--- src/rtl/rr_busarb.sv ---
// rr_busarb: N-master round-robin bus arbiter with active-low request/grant.
// One dead (all-grants-high) cycle is inserted between owners, and the grant
// stays parked on the last owner while nobody else is asking for the bus.
// Optional owner-tenure timeout is compiled in with `define BUSARB_TIMEOUT_EN;
// without it the owner keeps the bus for as long as it requests and blk_ is
// ignored.
module rr_busarb #(
   parameter int N_MASTERS  = 4,
   parameter int MAX_TENURE = 8,
   parameter int TENURE_W   = 4
) (
   input  logic                         clk,
   input  logic                         reset,
   input  logic [N_MASTERS-1:0]         breq_,
   input  logic [N_MASTERS-1:0]         blk_,
   output logic [N_MASTERS-1:0]         bgrt_,
   output logic [$clog2(N_MASTERS)-1:0] owner,
   output logic                         handover
);

   localparam int IDX_W = $clog2(N_MASTERS);

   typedef enum logic {
      ST_GRANT    = 1'b0,
      ST_HANDOVER = 1'b1
   } state_t;

   state_t               state_reg, state_next;
   logic [IDX_W-1:0]     owner_reg, owner_next;
   logic [N_MASTERS-1:0] bgrt_reg, bgrt_next;
   logic                 handover_reg, handover_next;

   logic [N_MASTERS-1:0] req;        // active-high view of breq_
   logic [N_MASTERS-1:0] rot;        // requests rotated so bit 0 is the owner
   logic                 owner_req;  // current owner is requesting
   logic                 others;     // some master other than the owner requests
   logic [IDX_W-1:0]     scan_off;   // distance from owner to the next winner
   logic [IDX_W-1:0]     scan_idx;   // absolute index of the next winner
   logic [IDX_W:0]       scan_sum;
   logic                 preempt;    // tenure expired and owner is not locked

   assign req = ~breq_;

   // Rotate the request vector so that rot[k] is master (owner + k) mod N.
   genvar gi;
   generate
      for (gi = 0; gi < N_MASTERS; gi++) begin : g_rot
         logic [IDX_W:0]   sum;
         logic [IDX_W-1:0] idx;
         assign sum = {1'b0, owner_reg} + (IDX_W+1)'(gi);
         assign idx = (sum >= (IDX_W+1)'(N_MASTERS))
                    ? IDX_W'(sum - (IDX_W+1)'(N_MASTERS))
                    : sum[IDX_W-1:0];
         assign rot[gi] = req[idx];
      end
   endgenerate

   assign owner_req = rot[0];

   // Find the nearest requester after the owner; the owner itself is never a candidate.
   always_comb begin
      scan_off = '0;
      others   = 1'b0;
      for (int i = N_MASTERS - 1; i >= 1; i--) begin
         if (rot[i]) begin
            scan_off = IDX_W'(i);
            others   = 1'b1;
         end
      end
      scan_sum = {1'b0, owner_reg} + {1'b0, scan_off};
      scan_idx = (scan_sum >= (IDX_W+1)'(N_MASTERS))
               ? IDX_W'(scan_sum - (IDX_W+1)'(N_MASTERS))
               : scan_sum[IDX_W-1:0];
   end

`ifdef BUSARB_TIMEOUT_EN
   logic [TENURE_W-1:0] tenure_reg, tenure_next;
   logic                tenure_at_max;

   assign tenure_at_max = (tenure_reg == TENURE_W'(MAX_TENURE - 1));
   assign preempt       = tenure_at_max & blk_[owner_reg];

   // Tenure counts contested GRANT cycles; it holds at the limit while the owner is locked.
   always_comb begin
      tenure_next = '0;
      if (state_reg == ST_GRANT && owner_req && others && !preempt) begin
         tenure_next = tenure_at_max ? tenure_reg : tenure_reg + TENURE_W'(1);
      end
   end

   // Tenure counter register.
   always_ff @(posedge clk) begin
      if (reset) begin
         tenure_reg <= '0;
      end else begin
         tenure_reg <= tenure_next;
      end
   end
`else
   logic unused_blk;
   assign unused_blk = ^blk_;
   assign preempt    = 1'b0;
`endif

   // State register; outputs are registered alongside so they never depend on live inputs.
   always_ff @(posedge clk) begin
      if (reset) begin
         state_reg    <= ST_GRANT;
         owner_reg    <= '0;
         bgrt_reg     <= ~N_MASTERS'(1);
         handover_reg <= 1'b0;
      end else begin
         state_reg    <= state_next;
         owner_reg    <= owner_next;
         bgrt_reg     <= bgrt_next;
         handover_reg <= handover_next;
      end
   end

   // Next-state: leave GRANT only when someone else wants the bus and the owner
   // has released it (or its tenure expired); HANDOVER always lasts one cycle.
   always_comb begin
      state_next = state_reg;
      owner_next = owner_reg;
      case (state_reg)
         ST_GRANT: begin
            if (others && (!owner_req || preempt)) begin
               state_next = ST_HANDOVER;
               owner_next = scan_idx;
            end
         end
         ST_HANDOVER: begin
            state_next = ST_GRANT;
         end
         default: begin
            state_next = ST_GRANT;
         end
      endcase
   end

   // Output decode from the next state, captured by the state register.
   always_comb begin
      bgrt_next     = '1;
      handover_next = 1'b0;
      if (state_next == ST_GRANT) begin
         bgrt_next = ~(N_MASTERS'(1) << owner_next);
      end else begin
         handover_next = 1'b1;
      end
   end

   assign bgrt_    = bgrt_reg;
   assign owner    = owner_reg;
   assign handover = handover_reg;

endmodule

--- config.mk ---
export PLATFORM = sky130hd
export DESIGN_NAME = rr_busarb
export DESIGN_NICKNAME = d
export VERILOG_FILES = /design/src/rtl/rr_busarb.sv
export SDC_FILE = /design/constraint.sdc
export NUM_CORES = 1
export LEC_CHECK = 0
export BUFFER_PORTS_ARGS = -buffer_cell sky130_fd_sc_hd__buf_2
export CAP_MARGIN = 10
export CORE_MARGIN = 2
export CORE_UTILIZATION = 25
export DETAILED_ROUTE_END_ITERATION = 16
export SETUP_SLACK_MARGIN = 0.15
export SLEW_MARGIN = 10
export SYNTH_ARGS = -nofsm -noshare
export SYNTH_HDL_FRONTEND = slang
export SYNTH_SLANG_ARGS = --single-unit
--- constraint.sdc ---
create_clock -name clk -period 5.5 [get_ports clk]
set_input_delay 0 -clock clk [delete_from_list [all_inputs] [get_ports clk]]
set_output_delay 0 -clock clk [all_outputs]
set_load 0.1 [all_outputs]
==> metrics.yaml <==
outcome: "finished clean"
core_region_area_sq_um: 1940
maxSlewViolCount: 0
largest_reg_flops: 4
fin_worst_skew_ns: 0.00345
path_clk_slew_ns: 0.05
drt_iter0_drc: 4
leakagePower_nw: 0.244
cp-start-kind: "flop"
relSlewSlack: 0.600
fmax_mhz: 469
ant_nets: 0
syn_avg_cell_area_sq_um: 8.04
first_pass_iters: 4
netlist_area_sq_um: 507
cp_max_fo: 21
ir_drop_mv: 0.155
root_buffer: "clkbuf_4"
setup_tns_ns: 0
cts_tree: "done"
holdBufCountCts: 0
io_pins: 17
hpwlAfterDp_microns: 726
grt.total_usage: 0.0944
switching_share: 0.575
fin_crit_sh: 0.388
worstPathArrival_ns: 2.32
grt_overflow: 0
drive_gt1_frac: 0.222
worst_setup_path_end_kind: "flop"
hold_path.class: "in2reg"
ys_seq_elements: 7
rsz0062_at_grt: "false"
grt_start_max_net_pins: 22
cts.sinks: 7
routed-via-count: 476
maxCapViolations: 0
comb_power_share: 0.595
grt_pass1_vias: 427
ys_warn_count: 0
worst_slack_ns: 3.37
nets: 84
syn_to_final_growth_pct: 15.1
pwr-share-seq: 0.276
ys_seq_area_frac: 0.277
worstMarginPinSlew_ns: 0.599
routedWlPerCell_microns: 10.7
critical_path.max_stage_delay_ns: 0.69
crit_slowest_cell: "dfxtp_1"
internal_power_mw: 0.151
worstPathCellList: "nor2b_1, o21ai_0, o311ai_0, o21ai_0, ha_1, or3_1, nor3_1, nand4b_1"
synthDistinctLibCells: 31
synthCells: 63
die_area_sq_um: 2400
pwr-share-clk: 0.129
cts_buffer_depth: 2
numPortBuffers: 12
setup_viol: 0
place_congestion: 0.666
drc: 0
crit_top_cell: "o21ai_0"
die_x_microns: 49.0
crit_type: "reg2reg"
synthesis.nets: 74
cellPowerDensity_nw_per_um2: 607
fp.dieH_microns: 49.0
rows: 16
cts_htree_levels: 1
viasPerCell: 4.81
final-hold-violation-count: 0
fin_crit_ns: 2.13
start_util: 0.261
cts_resized: 0
antenna_found_initial: 0
postCtsSetupBuffers: 0
grt_pass1_wl_microns: 1850
antenna_cells: 0
worstPathRequired_ns: 5.68
cts_buffers: 3
drt_wl_total_microns: 1060
clk_latency_ns: 0.25
dp_slack_ns: 3.41
power.switching_mw: 0.203
==> layout by cell type (no fill, tap or decap), types with 2 or more instances in the layout <==
cell type	n
and3b_1	2
nor2b_1	2
a21oi_1	2
nand3b_1	4
nand2_1	6
clkbuf_4	3
nand3_1	4
nor2_1	5
buf_2	12
nor3b_1	2
o21ai_0	3
mux2i_1	4
dfxtp_1	7
==> cell usage after synthesis <==
master / number / area [sq um]
a21oi_1: 2 / 10.0
o21ai_0: 3 / 15.0
a2bb2oi_1: 1 / 8.76
nor4bb_1: 1 / 10.0
buf_4: 2 / 15.0
clkbuf_1: 1 / 3.75
nand2_1: 6 / 22.5
a221oi_1: 1 / 8.76
nor3b_1: 2 / 15.0
and3b_1: 2 / 17.5
dfxtp_1: 7 / 140
o311ai_0: 1 / 8.76
nand4b_1: 1 / 8.76
buf_6: 1 / 11.3
nand3_1: 4 / 20.0
nor2b_1: 2 / 12.5
mux2i_1: 4 / 40.0
or3_1: 1 / 6.26
buf_1: 1 / 3.75
a211o_1: 1 / 8.76
o22ai_1: 1 / 6.26
ha_1: 1 / 12.5
o221a_2: 1 / 11.3
buf_2: 2 / 10.0
o31ai_1: 1 / 7.51
inv_1: 1 / 3.75
nand3b_1: 4 / 30.0
a211oi_1: 1 / 7.51
nor2_1: 5 / 18.8
a21o_1: 1 / 7.51
nor3_1: 1 / 5.00
==> area by class of cell <==
type                            count  area (sq um)
Sequential cell                     7           140
Timing Repair Buffer               12          60.1
Inverter                            1          3.75
Tap cell                           27          33.8
Multi-Input combinational cell     48           319
Fill cell                         220          1360
Clock buffer                        4          26.3
==> path summary, 6_finish.rpt <==
kind	from	to	slack, ns	depth (start not counted)
worst max-delay path	owner[1]$_SDFF_PP0_	owner[1]$_SDFF_PP0_	3.37	8
worst min-delay path	reset	owner[0]$_SDFF_PP0_	0.02	2
worst max register to register	owner[1]$_SDFF_PP0_	owner[1]$_SDFF_PP0_	3.37	8
worst min register to register	owner[0]$_SDFF_PP0_	bgrt_[3]$_SDFF_PP1_	0.66	1
==> per-layer routing <==
layer | wire length (microns) | track usage
met5 | 0 | 0
met4 | 0 | 0.0429
met3 | 10 | 0.0184
met2 | 530 | 0.155
met1 | 514 | 0.119
==> worst max-delay path: cells and delay by family, from the launching register on <==
family                     cells  cell delay [ns]
AOI/OAI and AO/OA              3             0.32
adders and majority gates      1             0.25
DFF                            1             0.69
and+or+nand+nor                4             0.80
==> metrics by stage <==
step / std cells / hold WS, ns / instance area, sq um / util / power [mW]
final: 99 / 0.0173 / 583 / 0.300 / 0.354
after global routing: 99 / 0.0219 / 583 / 0.300 / 0.379
after CTS: 99 / 0.0161 / 583 / 0.300 / 0.355
after detailed placement: 95 / 0.269 / 557 / 0.287 / 0.309
after global placement: 95 / 0.269 / 557 / 0.287 / 0.305
after floorplan: 63 / 0.227 / 507 / - / 0.288
==> cells by family (layout without fill, tap and decap cells) <==
kind of cell    count (synthesis)  after routing  synth area share
simple gates                   29             29             0.328
compound gates                 14             14             0.198
buf+inv                         8             17            0.0938
flops                           7              7             0.277
mux                             4              4            0.0790
fa+ha+maj                       1              1            0.0247
==> power by group through the flow <==
stage          Sequential (mW)  Combinational [mW]  Clock [mW]
6_report                0.0977               0.211      0.0455
5_1_grt                  0.104               0.226      0.0487
4_1_cts                 0.0978               0.211      0.0454
3_5_place_dp            0.0986               0.210           0
3_3_place_gp            0.0980               0.207           0
2_1_floorplan            0.174               0.113           0
Power figures use the tool's default switching activity.
